[config.mk]
export PLATFORM = sky130hd
export DESIGN_NAME = pipelined_adder_32_flat
export DESIGN_NICKNAME = d
export VERILOG_FILES = /design/src/rtl/pipelined_adder_32_pkg.sv /design/src/rtl/pipelined_adder_32_if.sv /design/src/rtl/adder_slice_stage.sv /design/src/rtl/pipelined_adder_32.sv /design/src/flat_wrapper.sv
export SDC_FILE = /design/constraint.sdc
export NUM_CORES = 1
export LEC_CHECK = 0
export ABC_AREA = 1
export CELL_PAD_IN_SITES_DETAIL_PLACEMENT = 1
export CELL_PAD_IN_SITES_GLOBAL_PLACEMENT = 1
export CORE_AREA = 2 2 147 149
export CTS_BUF_LIST = sky130_fd_sc_hd__clkbuf_4 sky130_fd_sc_hd__clkbuf_8 sky130_fd_sc_hd__clkbuf_16
export CTS_CLUSTER_DIAMETER = 30
export CTS_CLUSTER_SIZE = 12
export DETAILED_ROUTE_END_ITERATION = 10
export DIE_AREA = 0 0 149 151
export GPL_TIMING_DRIVEN = 0
export PLACE_DENSITY_LB_ADDON = 0.12
export SLEW_MARGIN = 10
export SYNTH_ARGS = -nofsm -noshare
export SYNTH_HDL_FRONTEND = slang
export SYNTH_SLANG_ARGS = --single-unit
[constraint.sdc]
create_clock -name clock -period 1.9 [get_ports clock]
set_input_delay 0.38 -clock clock [delete_from_list [all_inputs] [get_ports clock]]
set_output_delay 0.38 -clock clock [all_outputs]
set_load 0.03 [all_outputs]
[src/rtl/pipelined_adder_32_pkg.sv]
// Shared ALU definitions for the pipelined 32-bit add/subtract unit.
// Contents: width constants, add/sub opcode encoding and the per-stage payload struct.
// Optional feature macro: ALU_CMP_FLAGS_EN adds the compare-flag fields to the payload.
package pipelined_adder_32_pkg;

    localparam int unsigned DATA_W  = 32;
    localparam int unsigned SLICE_W = 8;
    // One pipeline stage per slice; DATA_W must be a whole number of slices.
    localparam int unsigned NUM_SLC = DATA_W / SLICE_W;

    localparam logic ALU_OP_ADD = 1'b0;
    localparam logic ALU_OP_SUB = 1'b1;

    // Everything a stage register holds: finished result slices, the carry into the
    // next slice, operand slices not yet consumed (B already inverted for subtract)
    // and the operand sign bits needed for overflow.
    typedef struct packed {
        logic              valid;
        logic [DATA_W-1:0] res;
        logic              carry;
        logic [DATA_W-1:0] a_rem;
        logic [DATA_W-1:0] b_rem;
        logic              a_msb;
        logic              b_msb;
        logic              ovf;
`ifdef ALU_CMP_FLAGS_EN
        logic              sub;
        logic              nz;
        logic              lt;
`endif
    } stage_t;

endpackage

[src/rtl/pipelined_adder_32_if.sv]
// Handshake bundle between operand issue (master) and the pipelined adder (slave).
// Issue side : in_valid/in_ready, data_operandA/B, ctrl_sub.
// Result side: out_valid/out_ready, data_result, c_out, overflow,
//              plus isNotEqual/isLessThan when ALU_CMP_FLAGS_EN is defined.
interface pipelined_adder_32_if;
    import pipelined_adder_32_pkg::*;

    logic              in_valid;
    logic              in_ready;
    logic [DATA_W-1:0] data_operandA;
    logic [DATA_W-1:0] data_operandB;
    logic              ctrl_sub;
    logic              out_valid;
    logic              out_ready;
    logic [DATA_W-1:0] data_result;
    logic              c_out;
    logic              overflow;
`ifdef ALU_CMP_FLAGS_EN
    logic              isNotEqual;
    logic              isLessThan;
`endif

    modport master (
        output in_valid, data_operandA, data_operandB, ctrl_sub, out_ready,
        input  in_ready, out_valid, data_result, c_out, overflow
`ifdef ALU_CMP_FLAGS_EN
        , input isNotEqual, isLessThan
`endif
    );

    modport slave (
        input  in_valid, data_operandA, data_operandB, ctrl_sub, out_ready,
        output in_ready, out_valid, data_result, c_out, overflow
`ifdef ALU_CMP_FLAGS_EN
        , output isNotEqual, isLessThan
`endif
    );

endinterface

[src/rtl/adder_slice_stage.sv]
// One pipeline stage: SLICE_W-bit carry-lookahead add of slice IDX plus its payload register.
// Ports: clk, rst_n        - clock, async active-low reset
//        prev_i            - payload from the previous stage (or the issue bundle for IDX 0)
//        rdy_next_i        - downstream stage (or consumer) can accept
//        stage_o           - registered payload of this stage
//        rdy_c_o           - this stage can load this cycle (combinational)
// Optional feature macro: ALU_CMP_FLAGS_EN (partial nonzero and less-than tracking).
module adder_slice_stage
    import pipelined_adder_32_pkg::*;
#(
    parameter int unsigned IDX = 0
) (
    input  logic   clk,
    input  logic   rst_n,
    input  stage_t prev_i,
    input  logic   rdy_next_i,
    output stage_t stage_o,
    output logic   rdy_c_o
);

    localparam int unsigned LO = IDX * SLICE_W;

    stage_t             stage_q;
    stage_t             stage_d;
    logic [SLICE_W-1:0] a_c;
    logic [SLICE_W-1:0] b_c;
    logic [SLICE_W-1:0] g_c;
    logic [SLICE_W-1:0] p_c;
    logic [SLICE_W-1:0] sum_c;
    logic [SLICE_W:0]   cy_c;
    logic               acc_c;
    logic               prod_c;

    assign a_c = prev_i.a_rem[LO +: SLICE_W];
    assign b_c = prev_i.b_rem[LO +: SLICE_W];
    assign g_c = a_c & b_c;
    assign p_c = a_c ^ b_c;

    // Lookahead carries: c[i+1] = g[i] | p[i]g[i-1] | ... | p[i..0]cin, all in sum-of-products form.
    always_comb begin
        cy_c    = '0;
        acc_c   = 1'b0;
        prod_c  = 1'b1;
        cy_c[0] = prev_i.carry;
        for (int i = 0; i < int'(SLICE_W); i++) begin
            acc_c  = 1'b0;
            prod_c = 1'b1;
            for (int j = i; j >= 0; j--) begin
                acc_c  = acc_c | (g_c[j] & prod_c);
                prod_c = prod_c & p_c[j];
            end
            cy_c[i+1] = acc_c | (prod_c & prev_i.carry);
        end
    end

    assign sum_c = p_c ^ cy_c[SLICE_W-1:0];

    // Next payload: drop in this slice's sum, retire its operand bits, refresh the flags.
    always_comb begin
        stage_d                       = prev_i;
        stage_d.res[LO +: SLICE_W]    = sum_c;
        stage_d.carry                 = cy_c[SLICE_W];
        stage_d.a_rem[LO +: SLICE_W]  = '0;
        stage_d.b_rem[LO +: SLICE_W]  = '0;
        stage_d.ovf = (prev_i.a_msb == prev_i.b_msb) &
                      (stage_d.res[DATA_W-1] != prev_i.a_msb);
`ifdef ALU_CMP_FLAGS_EN
        stage_d.nz  = prev_i.nz | (|sum_c);
        stage_d.lt  = prev_i.sub & (stage_d.res[DATA_W-1] ^ stage_d.ovf);
`endif
    end

    // An empty stage always loads; a full one only when its contents move on.
    assign rdy_c_o = !stage_q.valid | rdy_next_i;

    always_ff @(posedge clk or negedge rst_n) begin
        if (!rst_n) begin
            stage_q <= '0;
        end else if (rdy_c_o) begin
            stage_q <= stage_d;
        end
    end

    assign stage_o = stage_q;

endmodule

[src/rtl/pipelined_adder_32.sv]
// 32-bit add/subtract unit: NUM_SLC carry-lookahead slices, one per pipeline stage,
// with registered inter-slice carries and valid/ready handshake on both sides.
// Ports: clock   - rising-edge clock
//        reset_n - asynchronous active-low reset
//        bus     - pipelined_adder_32_if.slave (operands in, result and flags out)
// Optional feature macro: ALU_CMP_FLAGS_EN adds isNotEqual/isLessThan outputs.
module pipelined_adder_32
    import pipelined_adder_32_pkg::*;
(
    input logic                 clock,
    input logic                 reset_n,
    pipelined_adder_32_if.slave bus
);

    // pipe[0] is the incoming bundle, pipe[k+1] is the register of stage k.
    stage_t [NUM_SLC:0] pipe;
    logic   [NUM_SLC:0] rdy_c;
    logic               unused_tail;

    // Issue bundle: subtract becomes A + ~B + 1, the +1 entering as slice 0 carry-in.
    always_comb begin
        pipe[0]       = '0;
        pipe[0].valid = bus.in_valid;
        pipe[0].carry = (bus.ctrl_sub == ALU_OP_SUB);
        pipe[0].a_rem = bus.data_operandA;
        pipe[0].b_rem = (bus.ctrl_sub == ALU_OP_SUB) ? ~bus.data_operandB : bus.data_operandB;
        pipe[0].a_msb = bus.data_operandA[DATA_W-1];
        pipe[0].b_msb = pipe[0].b_rem[DATA_W-1];
`ifdef ALU_CMP_FLAGS_EN
        pipe[0].sub   = (bus.ctrl_sub == ALU_OP_SUB);
`endif
    end

    assign rdy_c[NUM_SLC] = bus.out_ready;

    for (genvar k = 0; k < int'(NUM_SLC); k++) begin : g_stage
        adder_slice_stage #(
            .IDX (k)
        ) u_stage (
            .clk        (clock),
            .rst_n      (reset_n),
            .prev_i     (pipe[k]),
            .rdy_next_i (rdy_c[k+1]),
            .stage_o    (pipe[k+1]),
            .rdy_c_o    (rdy_c[k])
        );
    end

    assign bus.in_ready    = rdy_c[0];
    assign bus.out_valid   = pipe[NUM_SLC].valid;
    assign bus.data_result = pipe[NUM_SLC].res;
    assign bus.c_out       = pipe[NUM_SLC].carry;
    assign bus.overflow    = pipe[NUM_SLC].ovf;
`ifdef ALU_CMP_FLAGS_EN
    assign bus.isNotEqual  = pipe[NUM_SLC].nz;
    assign bus.isLessThan  = pipe[NUM_SLC].lt;
`endif

    // Fields fully consumed by the last stage.
    assign unused_tail = ^{pipe[NUM_SLC].a_rem, pipe[NUM_SLC].b_rem,
                           pipe[NUM_SLC].a_msb, pipe[NUM_SLC].b_msb
`ifdef ALU_CMP_FLAGS_EN
                           , pipe[NUM_SLC].sub
`endif
                          };

endmodule

[src/flat_wrapper.sv]
// flat-port wrapper written by rule: the top's interface ports become plain ports
module pipelined_adder_32_flat import pipelined_adder_32_pkg::*;
  (clock, reset_n, bus_in_valid, bus_data_operandA, bus_data_operandB, bus_ctrl_sub, bus_out_ready, bus_in_ready, bus_out_valid, bus_data_result, bus_c_out, bus_overflow);
  pipelined_adder_32_if bus_i ();
  input logic clock;
  input logic reset_n;
  input wire logic [$bits(bus_i.in_valid)-1:0] bus_in_valid;
  input wire logic [$bits(bus_i.data_operandA)-1:0] bus_data_operandA;
  input wire logic [$bits(bus_i.data_operandB)-1:0] bus_data_operandB;
  input wire logic [$bits(bus_i.ctrl_sub)-1:0] bus_ctrl_sub;
  input wire logic [$bits(bus_i.out_ready)-1:0] bus_out_ready;
  output wire logic [$bits(bus_i.in_ready)-1:0] bus_in_ready;
  output wire logic [$bits(bus_i.out_valid)-1:0] bus_out_valid;
  output wire logic [$bits(bus_i.data_result)-1:0] bus_data_result;
  output wire logic [$bits(bus_i.c_out)-1:0] bus_c_out;
  output wire logic [$bits(bus_i.overflow)-1:0] bus_overflow;
  assign bus_i.in_valid = bus_in_valid;
  assign bus_i.data_operandA = bus_data_operandA;
  assign bus_i.data_operandB = bus_data_operandB;
  assign bus_i.ctrl_sub = bus_ctrl_sub;
  assign bus_i.out_ready = bus_out_ready;
  assign bus_in_ready = bus_i.in_ready;
  assign bus_out_valid = bus_i.out_valid;
  assign bus_data_result = bus_i.data_result;
  assign bus_c_out = bus_i.c_out;
  assign bus_overflow = bus_i.overflow;
  pipelined_adder_32 u_core (.clock(clock), .reset_n(reset_n), .bus(bus_i));
endmodule
**Word level (Yosys, flattened, before mapping)**

Index checks and enable logic that the tools add are counted.

- Equality and inequality tests: 2
- Muxes and demuxes: 1
- Bitwise logic cells: 418
- Reduce and logical (&&, ||, !) cells: 4

Operators with widths:

| cell | count |
|---|---|
| AND 1 bit | 257 |
| bitwise OR 1 bit | 148 |
| bitwise XOR 8 bit | 8 |
| AND 8 bit | 4 |
| two-way mux 32 bit | 1 |
| NOT 32 bit | 1 |
| logical NOT 1 bit | 4 |
| equality test 1 bit | 1 |
| != test 1 bit | 1 |

- Register bits: 191
- Input bits: 69
- Output and inout port bits: 36
- Word-level logic and storage cells: 450

**Logic depth before layout (Yosys ltp)**

Gate-level depths: netlist of run 1.

- Word-level depth: 12
- Mapped depth: 14
- Mapped depth without buffers: 11

**Cells and area by module**

A second synthesis of run 1 with hierarchy kept.

- Cell total of the unflattened synthesis: 1911
- Area, all modules: 15482.3 um^2

Modules (own cells, without submodules):

| module | times used | cells each | area each (um^2) | seq. area each (um^2) |
|---|---|---|---|---|
| adder_slice_stage (u_core.g_stage[1].u_stage ...) | 2 | 444 | 3717.3 | 2127.0 |
| adder_slice_stage (u_core.g_stage[3].u_stage) | 1 | 444 | 3754.9 | 2127.0 |
| adder_slice_stage (u_core.g_stage[0].u_stage) | 1 | 442 | 3692.3 | 2127.0 |
| pipelined_adder_32 | 1 | 137 | 600.6 | 0.0 |

**Worst setup path before layout of run 1**

No wires, ideal clock.

- Kind: input to register
- From: input bus_ctrl_sub
- To: register u_core.g_stage[0].u_stage.stage_q, in the netlist u_core.g_stage[0].u_stage.stage_o[75]
- Library setup time: 0.117 ns
- Data arrival time: 2.065 ns
- Data required time: 1.783 ns
- Setup slack: -0.283 ns
- Stages on the path: 14
- Path buffers: 3
- Path through: buf_2 > buf_2 > xor2_1 > ha_1 > clkbuf_1 > nand3_1 > nor2_1 > nand2_1 > nor2_1 > nor2_1 > nand3_1 > nand2_1 > nand3_1 > nand2_1

- Word-level cells in the longest chain between the ends: 11
- Elaborated cells on any way between the ends: 24
- Those cells by class: 1 x mux; 23 x bitwise

Ends and longest elaborated chain:

| element | line | source |
|---|---|---|
| start, declared | flat_wrapper.sv:10 | `input wire logic [$bits(bus_i.ctrl_sub)-1:0] bus_ctrl_sub;` |
| two-way mux 32 bit | pipelined_adder_32.sv:26 | `pipe[0].b_rem = (bus.ctrl_sub == ALU_OP_SUB) ? ~bus.data_operandB : bus.data_operandB;` |
| AND 8 bit or bitwise XOR 8 bit (tied branches) | adder_slice_stage.sv:36, adder_slice_stage.sv:37 |  |
| AND 1 bit (on tied branches) | adder_slice_stage.sv:49, adder_slice_stage.sv:50 |  |
| bitwise OR 1 bit, or another cell as far along (5 in a row) | adder_slice_stage.sv:49 | `acc_c = acc_c \| (g_c[j] & prod_c);` |
| bitwise OR 1 bit or AND 1 bit (tied branches) | adder_slice_stage.sv:49, adder_slice_stage.sv:52 |  |
| bitwise OR 1 bit | adder_slice_stage.sv:52 | `cy_c[i+1] = acc_c \| (prod_c & prev_i.carry);` |
| bitwise XOR 8 bit * | adder_slice_stage.sv:56 | `assign sum_c = p_c ^ cy_c[SLICE_W-1:0];` |
| end signal, assigned | adder_slice_stage.sv:80 | `stage_q <= stage_d;` |
| end, declared | adder_slice_stage.sv:23 | `stage_t stage_q;` |

Mark *: on every way between the ends. The rest lies on a longest branch, timed or not.
A chain may end at the register's enable or synchronous reset.

**Final worst setup path of run 1**

- From: register u_core.g_stage[3].u_stage.stage_q, in the netlist u_core.g_stage[3].u_stage.stage_o[100]
- To: output bus_in_ready

- Word-level cells in the longest chain between the ends: 5

Ends and longest elaborated chain:

| element | line | source |
|---|---|---|
| start, declared | adder_slice_stage.sv:23 |  |
| start signal, assigned | adder_slice_stage.sv:80 |  |
| logical NOT 1 bit | adder_slice_stage.sv:74 | `assign rdy_c_o = !stage_q.valid \| rdy_next_i;` |
| bitwise OR 1 bit (4 in a row) | adder_slice_stage.sv:74 |  |
| end, declared | flat_wrapper.sv:12 | `output wire logic [$bits(bus_i.in_ready)-1:0] bus_in_ready;` |

No other way between the ends.

==> metrics.md, run 1 <==
| Metric | Value |
|---|---|
| TritonCTS clock tree | `done` |
| Overall routed net length | `21300 µm` |
| Data required time of the worst path | `1.52 ns` |
| Transition time of the tightest slew-check pin | `0.574 ns` |
| Routed vias/inst | `4.80` |
| Wire length of the first global-routing pass | `36100 µm` |
| Syn Std Cell Area | `8600 µm²` |
| Netlist cell types | `31` |
| Slew HR | `0.618` |
| Mapped Cells | `1016` |
| Sequential fraction of design power | `0.418` |
| Startpoint type of the worst setup path | `register` |
| Combinational power share | `0.315` |
| Kind of cell adding the most delay to the critical path | `simple AND/OR/NAND/NOR gates` |
| Synth-to-layout area growth | `25.9%` |
| Post-layout nets | `1248` |
| Core utilization of the finished layout | `0.520` |
| Dominant cell type by area after synthesis | `dfrtp_1` |
| Chain of cells forming the critical path | `inv_2, nor2_4, inv_4, nor2_8, nand2_8, nor2_4, inv_4, buf_8` |
| Fraction of post-synthesis cell area in the top cell type by area | `0.538` |
| Die boundary height | `151 µm` |
| Worst Skew | `0.00616 ns` |
| Worst setup path category | `reg -> out` |
| Endpoint kind of the worst setup timing path | `output port` |
| Fraction of final layout cells sized beyond drive strength 1 | `0.0814` |
| TritonCTS buffer count | `17` |
| Clock network latency to the later pin of the worst-skew pair | `0.42 ns` |
| Number of input and output port buffers inserted | `103` |
| Switching power of the nets | `4.77 mW` |
| Number of endpoints failing setup at the final stage | `0` |
| Most frequent cells in the layout | `nand2_1, dfrtp_1, clkdlybuf4s50_1` |
| Final routed DRC violation total | `0` |
| GRT Util Overall | `0.204` |
| Total of warnings raised by yosys | `0` |
| Die width | `149 µm` |
| Tcrit/Tclk final | `0.999` |
| Cell with the largest stage delay on the worst path | `dfrtp_1` |
| I/O pin total | `105` |
| Max-slew violation count | `0` |
| Final hold slack | `0.319 ns` |
| Highest fanout seen on the critical path | `3` |
| Post-layout min period | `1.90 ns` |
| Placeable core region | `20800 µm²` |
| Status | `finished clean` |
| Seq/Total Area, Yosys | `0.538` |
| Clock-pin slew of the registers on the worst-case setup and hold paths | `0.07 ns` |
| Net count after synthesis | `1120` |
| H-Tree Level Count | `4` |
| DP HPWL | `16100 µm` |
| Largest stage delay, worst path | `0.37 ns` |
| Setup WS pre-CTS | `-1.01 ns` |
| Detailed-routing iteration count for the pre-antenna-repair pass | `4` |
| Detailed Route Iter0 Violations | `228` |
| Average wire length per cell after detail routing | `14.9 µm` |
| Unrepaired setup endpoints after global routing | `yes` |
| Switching Share | `0.347` |
| P per Cell Area | `1270 nW/µm²` |
| Maximum number of pins on one net before global-route repair | `70` |
| Initial antenna violation count | `0` |
| Number of placement rows | `53` |
| Via count | `6862` |
| Via count of the first global-routing pass | `7205` |
| Max-cap check violation count | `0` |
| Total global routing overflow | `0` |
| Total power | `13.7 mW` |
| DIE AREA | `22500 µm²` |
| CP bufs+invs | `4` |
| Final worst setup slack | `0.00266 ns` |
| Clock network fraction of design power | `0.267` |
| Number of flip-flops under the largest register name | `185` |
| Most common cell after layout, fill and taps aside | `nand2_1` |
| Critical path arrival | `1.52 ns` |
| Leak | `5.32 nW` |
| Number of nets still failing antenna checks after routing | `0` |
| Power Internal | `8.96 mW` |
| Average instance area after synthesis | `8.47 µm²` |
| Placer congestion estimate | `0.870` |
| Cell types occupying the most area after synthesis | `dfrtp_1, nand2_1, ha_1` |
| Clock sink total | `185` |
| Final Hold Fails | `0` |
| Tightest Hold Check Type | `in -> reg` |
| Starting utilization of the core area | `0.413` |
| Maximum achievable frequency | `527 MHz` |
| Post-synthesis register bit count | `185` |
| Max rail drop VDD | `0.559 mV` |
| Largest buffer count on any clock path | `2` |
| ANT cells | `0` |
| Clock tree root buffer cell | `clkbuf_16` |
[cells in the mapped netlist]
cell type  count
inv_1         60
nand4_1       15
fa_1           3
nor2_8         1
nor2_1        37
nand3_1       43
o21ai_1       11
o21ai_0       72
nand3b_1       2
a21oi_1       18
or2_2          5
inv_2          3
nor2_2         1
buf_2         14
nand2_4        1
xnor2_1       26
nand2_1      434
clkbuf_1      23
dfrtp_1      185
buf_1          5
ha_1          32
a211oi_1       1
and3_1         2
buf_6          2
nor3_1         1
clkinv_1       1
nor2_4         1
xor2_1        11
buf_4          3
mux2_2         1
o211ai_1       2
[final timing paths]
kind | from | end | slack (ns) | cells past startpoint
max in group asynchronous | reset_n | u_core.g_stage[2].u_stage.stage_o[79] | 0.75 | 3
setup reg to reg | u_core.g_stage[3].u_stage.stage_o[100] | u_core.g_stage[0].u_stage.stage_o[57] | 0.08 | 12
hold / removal | bus_ctrl_sub | u_core.g_stage[0].u_stage.stage_o[11] | 0.32 | 3
min in group asynchronous | reset_n | u_core.g_stage[3].u_stage.stage_o[95] | 0.46 | 2
setup / recovery | u_core.g_stage[3].u_stage.stage_o[100] | bus_in_ready | 0.003 | 8
hold reg to reg | u_core.g_stage[2].u_stage.stage_o[74] | u_core.g_stage[3].u_stage.stage_o[74] | 0.47 | 2
[layout make-up]
class,instances,area [µm²]
Fill cell,2496,9990
Sequential cell,185,4630
Multi-Input combinational cell,720,3610
Timing Repair Buffer,115,1170
Clock buffer,23,489
Tap cell,275,344
Inverter,64,245
Buffer,41,221
Clock inverter,7,116
[worst min-delay path, stage by stage]
cell and delay [ns]:
buf_6 0.13, xnor2_1 0.12, o21ai_0 0.08
[kinds of logic after synthesis]
logic type	synth area share
and+or+nand+nor	0.255
DFF	0.538
muxes	0.00131
xor gates and xnor gates	0.0377
buffers and inverters	0.0535
AOI/OAI and AO/OA	0.0614
adders and majority gates	0.0535
[stage by stage]
| stage | setup TNS (ns) | instances | instance area, µm² |
|---|---|---|---|
| detailed placement | -44.30 | 1396 | 10100 |
| global placement | -1404.23 | 1394 | 10000 |
| finish | 0 | 1430 | 10800 |
| floorplan | -0.0640 | 1016 | 8650 |
| CTS | -0.168 | 1431 | 10800 |
| global route | -0.157 | 1430 | 10800 |
[routing by layer]
metal / GRT usage / routed length, µm / part of all wire / vias to the layer above
met3: 0.0286 / 505 / 0.024 / 23
met5: 0 / 0 / 0 / -
li1: - / - / - / 3459
met2: 0.341 / 10100 / 0.48 / 113
met4: 0.0600 / 313 / 0.015 / 0
met1: 0.277 / 10300 / 0.49 / 3267
[power groups by stage]
stage          sequential (mW)  clock (mW)  combinational [mW]
3_5_place_dp              5.79           0                4.27
6_report                  5.74        3.67                4.33
3_3_place_gp              5.75           0                4.13
2_1_floorplan             6.15           0                2.18
4_1_cts                   5.73        3.75                4.35
5_1_grt                   5.86        3.91                4.92
[timing repair]
item / in CTS / in global routing
endpoints found under the setup margin: 7 / 52
hold buffers: 1 / 0
buffers inserted: 7 / 2
pin swaps: 3 / 5
hold endpoints to repair: 55 / 0
gates resized for setup: 16 / 20
No activity file was read; power rests on OpenSTA's default activity.
==> run 2, diff against run 1 <==
--- a/config.mk
+++ b/config.mk
@@ -8,12 +8,12 @@
 export ABC_AREA = 1
 export CELL_PAD_IN_SITES_DETAIL_PLACEMENT = 1
 export CELL_PAD_IN_SITES_GLOBAL_PLACEMENT = 1
-export CORE_AREA = 2 2 147 149
+export CORE_AREA = 2 2 142 144
 export CTS_BUF_LIST = sky130_fd_sc_hd__clkbuf_4 sky130_fd_sc_hd__clkbuf_8 sky130_fd_sc_hd__clkbuf_16
 export CTS_CLUSTER_DIAMETER = 30
 export CTS_CLUSTER_SIZE = 12
 export DETAILED_ROUTE_END_ITERATION = 10
-export DIE_AREA = 0 0 149 151
+export DIE_AREA = 0 0 144 146
 export GPL_TIMING_DRIVEN = 0
 export PLACE_DENSITY_LB_ADDON = 0.12
 export SLEW_MARGIN = 10
==> constraint.sdc (replaced) <==
create_clock -name clock -period 2.3 [get_ports clock]
set_input_delay 0.46 -clock clock [delete_from_list [all_inputs] [get_ports clock]]
set_output_delay 0.46 -clock clock [all_outputs]
set_load 0.03 [all_outputs]
==> run 2 against run 1 <==
Via count is 0.82% higher. Sequential power is 18% lower. Die area is 6.6% lower. Critical path type unchanged. Highest routed layer unchanged.
==> metrics.md, run 2 (synthesized netlist as in run 1, its figures left out) <==
| Metric | Value |
|---|---|
| FF+latch area | `4630 µm²` |
| Tcrit/Tclk final | `0.941` |
| Placer congestion estimate | `0.865` |
| Number of placement rows | `51` |
| Clock network latency to the later pin of the worst-skew pair | `0.43 ns` |
| Largest stage delay, worst path | `0.34 ns` |
| Most common cell after layout, fill and taps aside | `nand2_1` |
| Cell with the largest stage delay on the worst path | `dfrtp_1` |
| H-Tree Level Count | `4` |
| Die boundary height | `146 µm` |
| DIE AREA | `21000 µm²` |
| ANT cells | `0` |
| Setup WS pre-CTS | `-0.739 ns` |
| Kind of cell adding the most delay to the critical path | `buffers and inverters` |
| CP dominant cell by count | `nor2_4` |
| Number of nets still failing antenna checks after routing | `0` |
| Endpoint kind of the worst setup timing path | `output port` |
| Final worst setup slack | `0.135 ns` |
| Clock-pin slew of the registers on the worst-case setup and hold paths | `0.07 ns` |
| Total area of multi-input combinational cells | `3530 µm²` |
| Leak | `5.25 nW` |
| Status | `finished clean` |
| Transition time of the tightest slew-check pin | `0.712 ns` |
| Post-layout nets | `1245` |
| Startpoint type of the worst setup path | `register` |
| Overall routed net length | `21100 µm` |
| DP HPWL | `15800 µm` |
| Critical path arrival | `1.70 ns` |
| Fraction of final layout cells sized beyond drive strength 1 | `0.0615` |
| Worst setup path category | `reg -> out` |
| Via count | `6918` |
| Most frequent cells in the layout | `nand2_1, dfrtp_1, clkdlybuf4s50_1` |
| Detailed-routing iteration count for the pre-antenna-repair pass | `4` |
| Die width | `144 µm` |
| Placeable core region | `19300 µm²` |
| Number of input and output port buffers inserted | `103` |
| CP bufs+invs | `5` |
| Unrepaired setup endpoints after global routing | `no` |
| Max-slew violation count | `0` |
| Maximum number of pins on one net before global-route repair | `94` |
| Clock sink total | `185` |
| GRT Util Overall | `0.221` |
| Total power | `11.0 mW` |
| Starting utilization of the core area | `0.445` |
| Average wire length per cell after detail routing | `14.9 µm` |
| Routed vias/inst | `4.88` |
| TritonCTS buffer count | `17` |
| TritonCTS clock tree | `done` |
| Chain of cells forming the critical path | `inv_1, nor2_4, inv_4, nor2_8, nand2_8, nor2_4, inv_2, buf_12, buf_4` |
| Max-cap check violation count | `0` |
| Detailed Route Iter0 Violations | `237` |
| Slew HR | `0.526` |
| Initial antenna violation count | `0` |
| Clock tree root buffer cell | `clkbuf_16` |
| Hold-fix buffers, CTS | `0` |
| Post-layout min period | `2.16 ns` |
| Max rail drop VDD | `0.545 mV` |
| Final Hold Fails | `0` |
| Data required time of the worst path | `1.84 ns` |
| Largest buffer count on any clock path | `2` |
| Maximum achievable frequency | `462 MHz` |
| Tightest Hold Check Type | `in -> async` |
| P per Cell Area | `1040 nW/µm²` |
| Final routed DRC violation total | `0` |
| Number of flip-flops under the largest register name | `185` |
| Via count of the first global-routing pass | `7344` |
| Wire length of the first global-routing pass | `36700 µm` |
| I/O pin total | `105` |
| Worst Skew | `0.0114 ns` |
| Highest fanout seen on the critical path | `19` |
| Number of endpoints failing setup at the final stage | `0` |
| Synth-to-layout area growth | `23.3%` |
| Layout filler cell count | `2323` |
| Total global routing overflow | `0` |
==> run 2: changes by cell type in the layout (fill, tap and decap cells not counted), sizes merged <==
cell           before  now
bufinv              3    0
buf                36   31
clkdlybuf4s50      99  100
clkinv              3    9
dlygate4sd3         1    0
inv                64   69
clkbuf             42   38
==> run 2: timing repair <==
action / 4_1_cts / 5_1_grt
endpoints found under the setup margin: 1 / 6
buffers inserted: 4 / 1
gates resized for setup: 9 / 5
pin swaps: 3 / 2
==> run 2: layer usage <==
layer  up-vias  track usage  wire length, µm
met5         -            0                0
met1      3334        0.301            10100
met3        13       0.0332              592
met2       109        0.368            10300
li1       3462            -                -
met4         0       0.0603              170
==> run 2: report_power, final <==
| part | switching, mW | leakage (nW) | internal [mW] |
|---|---|---|---|
| clock network | 1.37 | 0.276 | 1.43 |
| registers | 0.584 | 2.22 | 4.14 |
| logic | 2.12 | 2.76 | 1.38 |
| total | 4.08 | 5.25 | 6.95 |
==> run 2: path summary, 6_finish.rpt <==
path	start	to	slack (ns)	cells after the start
hold / removal	reset_n	u_core.g_stage[3].u_stage.stage_o[95]	0.02	1
setup / recovery	u_core.g_stage[3].u_stage.stage_o[100]	bus_in_ready	0.14	9
min in group clock	bus_ctrl_sub	u_core.g_stage[0].u_stage.stage_o[11]	0.46	3
max in group asynchronous	reset_n	u_core.g_stage[0].u_stage.stage_o[1]	1.39	2
setup reg to reg	u_core.g_stage[2].u_stage.stage_o[31]	u_core.g_stage[3].u_stage.stage_o[0]	0.31	9
hold reg to reg	u_core.g_stage[2].u_stage.stage_o[73]	u_core.g_stage[3].u_stage.stage_o[73]	0.47	2
==> run 2: layout make-up <==
class / instances / share of cell area
plain buffers: 44 / 0.0201
inverters: 64 / 0.0229
clock inverters: 15 / 0.0129
multi-input cells: 720 / 0.333
flip-flops and latches: 185 / 0.436
repair buffers: 109 / 0.104
well taps: 265 / 0.0313
clock buffers: 17 / 0.0401
==> run 2: stage by stage <==
stage                     instances  hold WS, ns  utilization  TNS [ns]  instance area [µm²]
after floorplan                1016        0.164            -         0                 8600
after global placement         1384        0.453        0.515  -1289.97                 9970
after detailed placement       1385        0.459        0.517     -2.75                10000
after CTS                      1420       0.0515        0.548         0                10600
after global routing           1419       0.0761        0.549         0                10600
final                          1419       0.0213        0.549         0                10600
